==> src/rtl/evm_multi_if.sv <==
// Voting-machine pin bundle: poll-officer and candidate buttons in, status and tallies out.
// The master side is the panel driving buttons; the slave side is the evm_multi core.
interface evm_multi_if #(
   parameter int NUM_CAND = 4,
   parameter int DIGITS   = 3
);
   logic                         admin;
   logic [NUM_CAND-1:0]          cand;
   logic                         ready;
   logic [NUM_CAND-1:0]          vote_led;
   logic                         invalid;
   logic                         sat;
   logic [NUM_CAND*DIGITS*4-1:0] tally;
   logic [2:0]                   leader;
   logic                         tie;

   modport master (
      output admin, cand,
      input  ready, vote_led, invalid, sat, tally, leader, tie
   );

   modport slave (
      input  admin, cand,
      output ready, vote_led, invalid, sat, tally, leader, tie
   );
endinterface

==> src/rtl/evm_multi.sv <==
// evm_multi: multi-candidate electronic voting machine with BCD tallies.
// A rising edge on admin arms one ballot; exactly one candidate press then
// records it. Tallies saturate at all nines. Leader/tie are registered.
// Optional build macro EVM_TIMEOUT_EN adds a ballot-expiry counter (TIMEOUT).
module evm_multi #(
   parameter int NUM_CAND = 4,
   parameter int DIGITS   = 3
`ifdef EVM_TIMEOUT_EN
   ,
   parameter int TIMEOUT  = 255
`endif
) (
   input  logic       clk,
   input  logic       reset,
   evm_multi_if.slave bus
);

   localparam int TW = DIGITS * 4;

   typedef enum logic [1:0] {
      ST_IDLE   = 2'd0,
      ST_ARMED  = 2'd1,
      ST_RECORD = 2'd2
   } state_t;

   // BCD +1 with ripple carry; an all-nines value is returned unchanged
   function automatic logic [TW-1:0] bcd_inc(input logic [TW-1:0] v);
      logic [TW-1:0] res;
      logic          carry;
      res   = v;
      carry = 1'b1;
      for (int d = 0; d < DIGITS; d++) begin
         if (carry) begin
            if (res[d*4 +: 4] == 4'd9) begin
               res[d*4 +: 4] = 4'd0;
            end else begin
               res[d*4 +: 4] = res[d*4 +: 4] + 4'd1;
               carry         = 1'b0;
            end
         end else begin
            res[d*4 +: 4] = res[d*4 +: 4];
         end
      end
      return carry ? v : res;
   endfunction

   // True when every digit holds 9, i.e. the tally is at its ceiling
   function automatic logic all_nines(input logic [TW-1:0] v);
      logic r;
      r = 1'b1;
      for (int d = 0; d < DIGITS; d++) begin
         r = r & (v[d*4 +: 4] == 4'd9);
      end
      return r;
   endfunction

   state_t              r_state;
   state_t              w_state_next;
   logic                r_admin_prev;
   logic [NUM_CAND-1:0] r_cand_prev;
   logic [2:0]          r_sel;
   logic [2:0]          w_sel_next;
   logic                r_ready;
   logic                r_invalid;
   logic                w_invalid_next;
   logic [NUM_CAND-1:0] r_vote_led;
   logic                r_sat;
   logic [2:0]          r_leader;
   logic                r_tie;
   logic [TW-1:0]       r_tally [NUM_CAND];

   logic                w_admin_edge;
   logic [NUM_CAND-1:0] w_cand_edge;
   logic [3:0]          w_edge_cnt;
   logic [2:0]          w_edge_idx;
   logic                w_tmo_hit;
   logic [TW-1:0]       w_tally_sel;
   logic [TW-1:0]       w_tally_inc;
   logic [TW-1:0]       w_max;
   logic [2:0]          w_lead;
   logic [3:0]          w_max_cnt;

   assign w_admin_edge = bus.admin & ~r_admin_prev;
   assign w_cand_edge  = bus.cand & ~r_cand_prev;

   // previous-value copies of the buttons for rising-edge detection
   always_ff @(posedge clk or posedge reset) begin
      if (reset) begin
         r_admin_prev <= 1'b0;
         r_cand_prev  <= '0;
      end else begin
         r_admin_prev <= bus.admin;
         r_cand_prev  <= bus.cand;
      end
   end

   // count simultaneous candidate edges and remember which one fired
   always_comb begin
      w_edge_cnt = 4'd0;
      w_edge_idx = 3'd0;
      for (int i = 0; i < NUM_CAND; i++) begin
         w_edge_cnt = w_edge_cnt + {3'd0, w_cand_edge[i]};
         w_edge_idx = w_cand_edge[i] ? 3'(i) : w_edge_idx;
      end
   end

`ifdef EVM_TIMEOUT_EN
   logic [15:0] r_tmo_cnt;

   // cycles spent armed; zero in the first armed cycle of every ballot
   always_ff @(posedge clk or posedge reset) begin
      if (reset) begin
         r_tmo_cnt <= 16'd0;
      end else if (r_state != ST_ARMED) begin
         r_tmo_cnt <= 16'd0;
      end else begin
         r_tmo_cnt <= r_tmo_cnt + 16'd1;
      end
   end

   assign w_tmo_hit = (r_tmo_cnt == 16'(TIMEOUT - 1));
`else
   assign w_tmo_hit = 1'b0;
`endif

   // next-state, latched candidate and invalid-press decode
   always_comb begin
      w_state_next   = r_state;
      w_sel_next     = r_sel;
      w_invalid_next = 1'b0;
      case (r_state)
         ST_IDLE: begin
            if (w_admin_edge) begin
               w_state_next = ST_ARMED;       // a simultaneous vote is ignored
            end else if (w_edge_cnt != 4'd0) begin
               w_invalid_next = 1'b1;
            end else begin
               w_state_next = ST_IDLE;
            end
         end
         ST_ARMED: begin
            if (w_edge_cnt == 4'd1) begin
               w_state_next = ST_RECORD;
               w_sel_next   = w_edge_idx;
            end else if (w_tmo_hit) begin
               w_state_next   = ST_IDLE;
               w_invalid_next = 1'b1;
            end else if (w_edge_cnt != 4'd0) begin
               w_invalid_next = 1'b1;         // ballot kept for a retry
            end else begin
               w_state_next = ST_ARMED;       // admin edges do not stack
            end
         end
         ST_RECORD: begin
            w_state_next = ST_IDLE;
         end
         default: begin
            w_state_next = ST_IDLE;
         end
      endcase
   end

   // FSM state and its registered status outputs
   always_ff @(posedge clk or posedge reset) begin
      if (reset) begin
         r_state    <= ST_IDLE;
         r_sel      <= 3'd0;
         r_ready    <= 1'b0;
         r_invalid  <= 1'b0;
         r_vote_led <= '0;
      end else begin
         r_state    <= w_state_next;
         r_sel      <= w_sel_next;
         r_ready    <= (w_state_next == ST_ARMED);
         r_invalid  <= w_invalid_next;
         r_vote_led <= (r_state == ST_RECORD) ? (NUM_CAND'(1) << r_sel) : '0;
      end
   end

   // select the latched candidate's tally and form its saturating increment
   always_comb begin
      w_tally_sel = '0;
      for (int i = 0; i < NUM_CAND; i++) begin
         w_tally_sel = (r_sel == 3'(i)) ? r_tally[i] : w_tally_sel;
      end
      w_tally_inc = bcd_inc(w_tally_sel);
   end

   // commit the vote in RECORD; saturation flag is sticky until reset
   always_ff @(posedge clk or posedge reset) begin
      if (reset) begin
         for (int i = 0; i < NUM_CAND; i++) begin
            r_tally[i] <= '0;
         end
         r_sat <= 1'b0;
      end else begin
         for (int i = 0; i < NUM_CAND; i++) begin
            if ((r_state == ST_RECORD) && (r_sel == 3'(i))) begin
               r_tally[i] <= w_tally_inc;
            end else begin
               r_tally[i] <= r_tally[i];
            end
         end
         r_sat <= r_sat | ((r_state == ST_RECORD) && all_nines(w_tally_inc));
      end
   end

   // highest tally (lowest index on ties) and how many share it
   always_comb begin
      w_max     = r_tally[0];
      w_lead    = 3'd0;
      w_max_cnt = 4'd0;
      for (int i = 1; i < NUM_CAND; i++) begin
         w_lead = (r_tally[i] > w_max) ? 3'(i) : w_lead;
         w_max  = (r_tally[i] > w_max) ? r_tally[i] : w_max;
      end
      for (int i = 0; i < NUM_CAND; i++) begin
         w_max_cnt = w_max_cnt + {3'd0, (r_tally[i] == w_max)};
      end
   end

   // register leader/tie one cycle behind the tallies
   always_ff @(posedge clk or posedge reset) begin
      if (reset) begin
         r_leader <= 3'd0;
         r_tie    <= 1'b0;
      end else begin
         r_leader <= w_lead;
         r_tie    <= (w_max_cnt >= 4'd2) && (w_max != '0);
      end
   end

   for (genvar gi = 0; gi < NUM_CAND; gi++) begin : g_tally_out
      assign bus.tally[gi*TW +: TW] = r_tally[gi];
   end

   assign bus.ready    = r_ready;
   assign bus.invalid  = r_invalid;
   assign bus.vote_led = r_vote_led;
   assign bus.sat      = r_sat;
   assign bus.leader   = r_leader;
   assign bus.tie      = r_tie;

endmodule

==> src/flat_wrapper.sv <==
// flat-port wrapper written by rule: the top's interface ports become plain ports
module evm_multi_flat 
#(
   parameter int NUM_CAND = 4,
   parameter int DIGITS   = 3

)
  (clk, reset, bus_admin, bus_cand, bus_ready, bus_vote_led, bus_invalid, bus_sat, bus_tally, bus_leader, bus_tie);
  evm_multi_if #(.NUM_CAND(NUM_CAND), .DIGITS(DIGITS)) bus_i ();
  input  logic clk;
  input  logic reset;
  input wire logic [$bits(bus_i.admin)-1:0] bus_admin;
  input wire logic [$bits(bus_i.cand)-1:0] bus_cand;
  output wire logic [$bits(bus_i.ready)-1:0] bus_ready;
  output wire logic [$bits(bus_i.vote_led)-1:0] bus_vote_led;
  output wire logic [$bits(bus_i.invalid)-1:0] bus_invalid;
  output wire logic [$bits(bus_i.sat)-1:0] bus_sat;
  output wire logic [$bits(bus_i.tally)-1:0] bus_tally;
  output wire logic [$bits(bus_i.leader)-1:0] bus_leader;
  output wire logic [$bits(bus_i.tie)-1:0] bus_tie;
  assign bus_i.admin = bus_admin;
  assign bus_i.cand = bus_cand;
  assign bus_ready = bus_i.ready;
  assign bus_vote_led = bus_i.vote_led;
  assign bus_invalid = bus_i.invalid;
  assign bus_sat = bus_i.sat;
  assign bus_tally = bus_i.tally;
  assign bus_leader = bus_i.leader;
  assign bus_tie = bus_i.tie;
  evm_multi #(.NUM_CAND(NUM_CAND), .DIGITS(DIGITS)) u_core (.clk(clk), .reset(reset), .bus(bus_i));
endmodule
==> config.mk <==
export PLATFORM = sky130hd
export DESIGN_NAME = evm_multi_flat
export DESIGN_NICKNAME = d
export VERILOG_FILES = /design/src/rtl/evm_multi_if.sv /design/src/rtl/evm_multi.sv /design/src/flat_wrapper.sv
export SDC_FILE = /design/constraint.sdc
export NUM_CORES = 1
export LEC_CHECK = 0
export CAP_MARGIN = 10
export CELL_PAD_IN_SITES_DETAIL_PLACEMENT = 1
export CELL_PAD_IN_SITES_GLOBAL_PLACEMENT = 1
export CORE_AREA = 2 2 107 120
export CTS_CLUSTER_DIAMETER = 200
export DETAILED_ROUTE_END_ITERATION = 8
export DIE_AREA = 0 0 109 122
export PLACE_DENSITY = 0.91
export SYNTH_ARGS = -nofsm -noshare
export SYNTH_HDL_FRONTEND = slang
export SYNTH_SLANG_ARGS = --single-unit
==> constraint.sdc <==
create_clock -name clk -period 22.1 [get_ports clk]
set_clock_uncertainty 0.05 [all_clocks]
set_input_delay 6.63 -clock clk [delete_from_list [all_inputs] [get_ports clk]]
set_output_delay 6.63 -clock clk [all_outputs]
set_load 0.02 [all_outputs]
==> results of run 1 <==
==> layout by cell type, fill, tap and decap left out, types with 5 or more instances in the layout <==
| cell | count |
|---|---|
| xnor2_1 | 36 |
| xor2_1 | 14 |
| a21o_1 | 11 |
| mux4_2 | 12 |
| nand3_1 | 14 |
| mux2i_1 | 17 |
| nor4_1 | 7 |
| nand2_1 | 81 |
| inv_1 | 44 |
| or3_1 | 9 |
| nor3_1 | 8 |
| nand2b_1 | 6 |
| nor2_1 | 18 |
| nor2b_1 | 8 |
| and2_1 | 5 |
| nand4_1 | 10 |
| o21ai_0 | 61 |
| ha_1 | 39 |
| o2111ai_1 | 5 |
| clkdlybuf4s50_1 | 64 |
| o221ai_2 | 8 |
| clkbuf_16 | 9 |
| dfrtp_1 | 67 |
| a21oi_1 | 22 |
==> layer usage <==
| metal | track usage (%) | vias to the layer above | wire length [um] |
|---|---|---|---|
| li1 | - | 2286 | - |
| met1 | 36.8 | 2555 | 7690 |
| met2 | 55.0 | 232 | 10100 |
| met3 | 5.67 | 100 | 1350 |
| met4 | 19.5 | 0 | 1280 |
| met5 | 0 | - | 0 |
==> worst max-delay path: cells and delay by family, from the launching register on <==
family                     cells  cell delay (ns)
AOI/OAI and AO/OA             17             4.65
buffers and inverters          3             0.50
DFF                            1             0.53
xor gates and xnor gates       1             0.22
and+or+nand+nor                5             1.38
muxes                          1             0.43
adders and majority gates      5             1.63
==> state kept, by name (all words and copies together) (netlist names) <==
| name | count |
|---|---|
| u_core.bus.tally | 48 |
| u_core.bus.vote_led | 4 |
| u_core.r_cand_prev | 4 |
| u_core.bus.leader | 2 |
| u_core.r_sel | 2 |
| u_core.r_state | 2 |
| u_core.bus.invalid | 1 |
| u_core.bus.ready | 1 |
| u_core.bus.sat | 1 |
| u_core.bus.tie | 1 |
| u_core.r_admin_prev | 1 |
==> stage by stage <==
stage,utilization (%),hold WS (ns),std cells
finish,53.8,0.492,820
global route,53.8,0.518,820
CTS,53.8,0.491,820
detailed placement,51.4,0.473,804
global placement,51.4,0.457,804
floorplan,-,0.426,606
==> how the worst min path moves through the flow <==
| stage | startpoint | end | slack (ns) | cells past startpoint |
|---|---|---|---|---|
| after floorplan | u_core.r_state[1] | u_core.bus.ready | 0.43 | 1 |
| after global placement | u_core.bus.sat | u_core.bus.sat | 0.46 | 1 |
| after detailed placement | u_core.r_state[1] | u_core.r_state[0] | 0.47 | 1 |
| after CTS | u_core.r_state[1] | u_core.r_state[0] | 0.49 | 1 |
| after global routing | u_core.bus.sat | u_core.bus.sat | 0.52 | 1 |
| final | u_core.r_state[1] | u_core.r_state[0] | 0.49 | 1 |
==> area by class of cell <==
cell class                      count  area [um^2]  area share (%)
Clock buffer                       12          246            3.75
Clock inverter                      4         50.0           0.762
Inverter                           45          169            2.57
Sequential cell                    67         1680            25.5
Multi-Input combinational cell    468         3570            54.3
Tap cell                          157          196            2.99
Timing Repair Buffer               67          663            10.1
==> cell families (layout without fill, tap and decap cells) <==
group | Yosys count | after routing | share of synthesized area [%]
flops | 67 | 67 | 30.1
buf+inv | 71 | 128 | 5.73
mux | 34 | 34 | 9.06
fa+ha+maj | 40 | 40 | 9.13
compound gates | 153 | 153 | 20.5
simple gates | 190 | 190 | 17.5
xor+xnor | 50 | 50 | 7.87
other cells | 1 | 1 | 0.0674
==> cell usage after synthesis (3+ instances only) <==
library cell   n  area share (%)
nand2_1       81             5.5
dfrtp_1       67              30
o21ai_0       61             5.5
inv_1         45             3.0
ha_1          39             8.8
xnor2_1       36             5.7
a21oi_1       22             2.0
nor2_1        18             1.2
mux2i_1       17             3.1
clkbuf_1      16             1.1
nand3_1       14             1.3
xor2_1        14             2.2
mux4_2        12             4.9
a21o_1        11             1.5
nand4_1       10             1.1
or3_1          9             1.0
nor2b_1        8            0.90
nor3_1         8            0.72
o221ai_2       8             2.2
nor4_1         7            0.79
nand2b_1       6            0.67
and2_1         5            0.56
o2111ai_1      5            0.79
buf_6          3            0.61
mux2_2         3            0.61
o21a_1         3            0.40
or2_2          3            0.34
==> out/qor.yml, run 1 <==
status: "completed"
cts_root_buf: "clkbuf_16"
syn_inst: 606
core_area_um2: 12200
grt_pass1_wl_um: 31600
fillCellCount: 1393
syn_nets: 653
cts_setup_buffers: 0
synth_cell_type_count: 79
cap_violations: 0
r2r_slack_ns: 12.56
wirelength_um: 20400
finalNetCount: 705
clkLatencyLatePin_ns: 0.33
cts.sinks: 67
die_y_um: 122
drc: 0
clk_path_buf_depth: 2
wl_per_cell_um: 24.9
hold_violations: 0
htree_num_levels: 3
period_minus_slack_ns: 9.54
initial_core_util_pct: 45.6
grt_max_degree: 68
num_antenna_cells: 0
vias: 5173
synth-async-reset-ratio_pct: 100
critPathSlowestCell: "o21ai_4"
worstPathArrival_ns: 9.70
yosys_warnings: 0
slew_headroom_pct: 21.8
synth_area_um2: 5560
io_pins: 66
worstReg2RegStart: "u_core.bus.tally[10]"
slew_violations: 0
vias_per_cell: 6.31
ys_seq_area_share_pct: 30.1
crit_type: "flip-flop to flip-flop"
design.die.area_um2: 13300
numCtsBuffers: 9
fin_area_um2: 6570
firstDrtPassIters: 5
cts_tree: "built"
synth_edf_count: 0
die_w_um: 109
synthToLayoutAreaGrowth_pct: 18.1
r2r_end: "u_core.bus.tie"
startpoint: "u_core.bus.tally[10]"
drtIter0Drc: 289
placed_area_um2: 6270
grt_overflow: 0
rsz0062_at_grt: "no"
ys.flop_type: "dfrtp_1"
hpwl_um: 15000
setup_viol: 0
startpoint_type: "flip-flop"
cp.required_ns: 22.27
worst_slack_ns: 12.56
cts_resized: 0
cts_hold_buf: 0
track_usage_pct: 32.1
antenna_left: 0
crit_path_end_kind: "flip-flop"
antenna_found_initial: 0
drive_gt1_share_pct: 10.9
placementRows: 43
gp_congestion: 0.937
worst-slew-pin-transition_ns: 1.17
r2r_cells: 32
crit_end: "u_core.bus.tie"
slowest_delay_ns: 0.62
max_freq_mhz: 105
critPathMaxFanout: 18
min_path_type: "flip-flop to flip-flop"
path_clk_slew_ns: 0.06
synth.avg_cell_area_um2: 9.18
min_period_over_period_pct: 43.2
grt_pass1_vias: 5654
tns_ns: 0
synth-seq-cells: 67
post-place-ws_ns: 12.58
port_buffers: 64
Power of run 1 is not shown: default switching activity piles up to over one toggle a cycle in this logic, so the estimate is an artifact.
==> run 2: changes to the inputs <==
Settings changed: CORE_AREA 2 2 107 120 to 2 2 111 123, DIE_AREA 0 0 109 122 to 0 0 113 125, PLACE_DENSITY 0.91 to 0.86.
Clock period 22.1 ns to 9.2 ns, I/O delays scaled along.
==> run 2 against run 1 <==
Effect of this change: the run now ends with design-rule violations left; via count is 3.6% higher; largest cell class unchanged; sequential share of layout area is 0.60 points lower; register-to-register slack worse by 12 ns; non-clock buffer count is 21 higher; global-route usage is 0.14 points higher; final cell count is 2.8% higher; worst hold slack worse by 0.012 ns; final area is 2.4% higher; first-iteration DRC count is 32% higher; worst setup slack worse by 12 ns.
==> out/qor.yml, run 2 (synthesis results as in run 1) <==
status: "finished, violations left"
violations: "design-rule violations"
die_w_um: 113
wirelength_um: 22100
crit_type: "flip-flop to flip-flop"
slowest_delay_ns: 0.55
dp.cells: 829
critPathMaxFanout: 19
wl_per_cell_um: 26.2
r2r_end: "u_core.bus.tie"
fin_area_um2: 6730
vias_per_cell: 6.36
gp_congestion: 1.04
cap_violations: 0
worstPathArrival_ns: 8.71
clk_path_buf_depth: 2
core_area_um2: 13000
htree_num_levels: 3
worst_slack_ns: 0.694
r2r_cells: 33
crit_end: "u_core.bus.tie"
cts.sinks: 67
grt_max_degree: 41
port_buffers: 64
placementRows: 44
drc: 2
tns_ns: 0
largest_reg_flops: 48
fin_cells: 843
clkLatencyLatePin_ns: 0.34
die_y_um: 125
hpwl_um: 16900
synthToLayoutAreaGrowth_pct: 20.9
period_minus_slack_ns: 8.51
placed_area_um2: 6440
hold_violations: 0
numCtsBuffers: 9
design.die.area_um2: 14100
min_period_over_period_pct: 92.5
grt_pass1_vias: 5871
grt_pass1_wl_um: 34300
max_freq_mhz: 118
post-place-ws_ns: 0.574
track_usage_pct: 32.2
crit_path_end_kind: "flip-flop"
final_cell_mix: "nand2_1 (81), dfrtp_1 (67), clkdlybuf4s50_1 (64)"
startpoint: "u_core.bus.tally[6]"
setup_viol: 0
antenna_found_initial: 0
final_common_cell: "nand2_1"
cp.required_ns: 9.40
path_clk_slew_ns: 0.05
drive_gt1_share_pct: 13.3
io_pins: 66
r2r_slack_ns: 0.69
fillCellCount: 1524
finalNetCount: 726
rsz0062_at_grt: "no"
initial_core_util_pct: 42.8
slew_violations: 0
startpoint_type: "flip-flop"
cts_tree: "built"
worst-slew-pin-transition_ns: 0.967
cts_root_buf: "clkbuf_16"
firstDrtPassIters: 7
num_antenna_cells: 0
critPathSlowestCell: "a21oi_4"
slew_headroom_pct: 35.5
vias: 5360
grt_overflow: 0
min_path_type: "flip-flop to flip-flop"
antenna_left: 0
drtIter0Drc: 381
worstReg2RegStart: "u_core.bus.tally[6]"
[run 2: critical path: cells and delay by family, from the launching register on]
kind | cells | cell delay, ns
compound gates | 10 | 2.70
xor+xnor | 1 | 0.17
fa+ha+maj | 5 | 1.41
buf+inv | 4 | 0.95
flops | 1 | 0.53
mux | 1 | 0.39
simple gates | 12 | 2.20
[run 2: cell type report]
cell class                 count  area (um^2)  share of cell area, %
clock buffer                  12          246                   3.66
clock inverter                 2         37.5                  0.558
inverter                      45          169                   2.51
multi-input combinational    468         3580                   53.2
sequential                    67         1680                   24.9
tap                          161          201                   2.99
timing repair buffer          88          821                   12.2
[run 2: what timing repair did]
| item | 4_1_cts | 5_1_grt |
|---|---|---|
| resized for setup | 0 | 3 |
| endpoints found under the setup margin | 0 | 1 |
| hold buffers | 0 | 0 |
| buffers inserted | 0 | 0 |
[run 2: worst min path at each step]
| stage | slack [ns] | from | cells after the start | to |
|---|---|---|---|---|
| floorplan | 0.43 | u_core.r_state[1] | 1 | u_core.bus.ready |
| global placement | 0.43 | u_core.bus.sat | 1 | u_core.bus.sat |
| detailed placement | 0.45 | u_core.bus.sat | 1 | u_core.bus.sat |
| CTS | 0.47 | u_core.bus.sat | 1 | u_core.bus.sat |
| global route | 0.49 | u_core.bus.sat | 1 | u_core.bus.sat |
| finish | 0.48 | u_core.r_state[1] | 1 | u_core.r_state[0] |
[run 2: through the flow]
step,hold slack (ns),util [%]
final,0.480,51.8
after CTS,0.471,51.7
after floorplan,0.426,-
after detailed placement,0.448,49.5
after global routing,0.493,51.8
after global placement,0.431,49.5
[run 2: routing by layer]
| layer | vias up | part of all wire (%) | global-route usage [%] |
|---|---|---|---|
| li1 | 2318 | - | - |
| met1 | 2693 | 38 | 38.1 |
| met2 | 254 | 50 | 55.9 |
| met3 | 95 | 5.2 | 3.88 |
| met4 | 0 | 6.5 | 18.7 |
| met5 | - | 0 | 0 |
Power of run 2 is left out for the same reason.
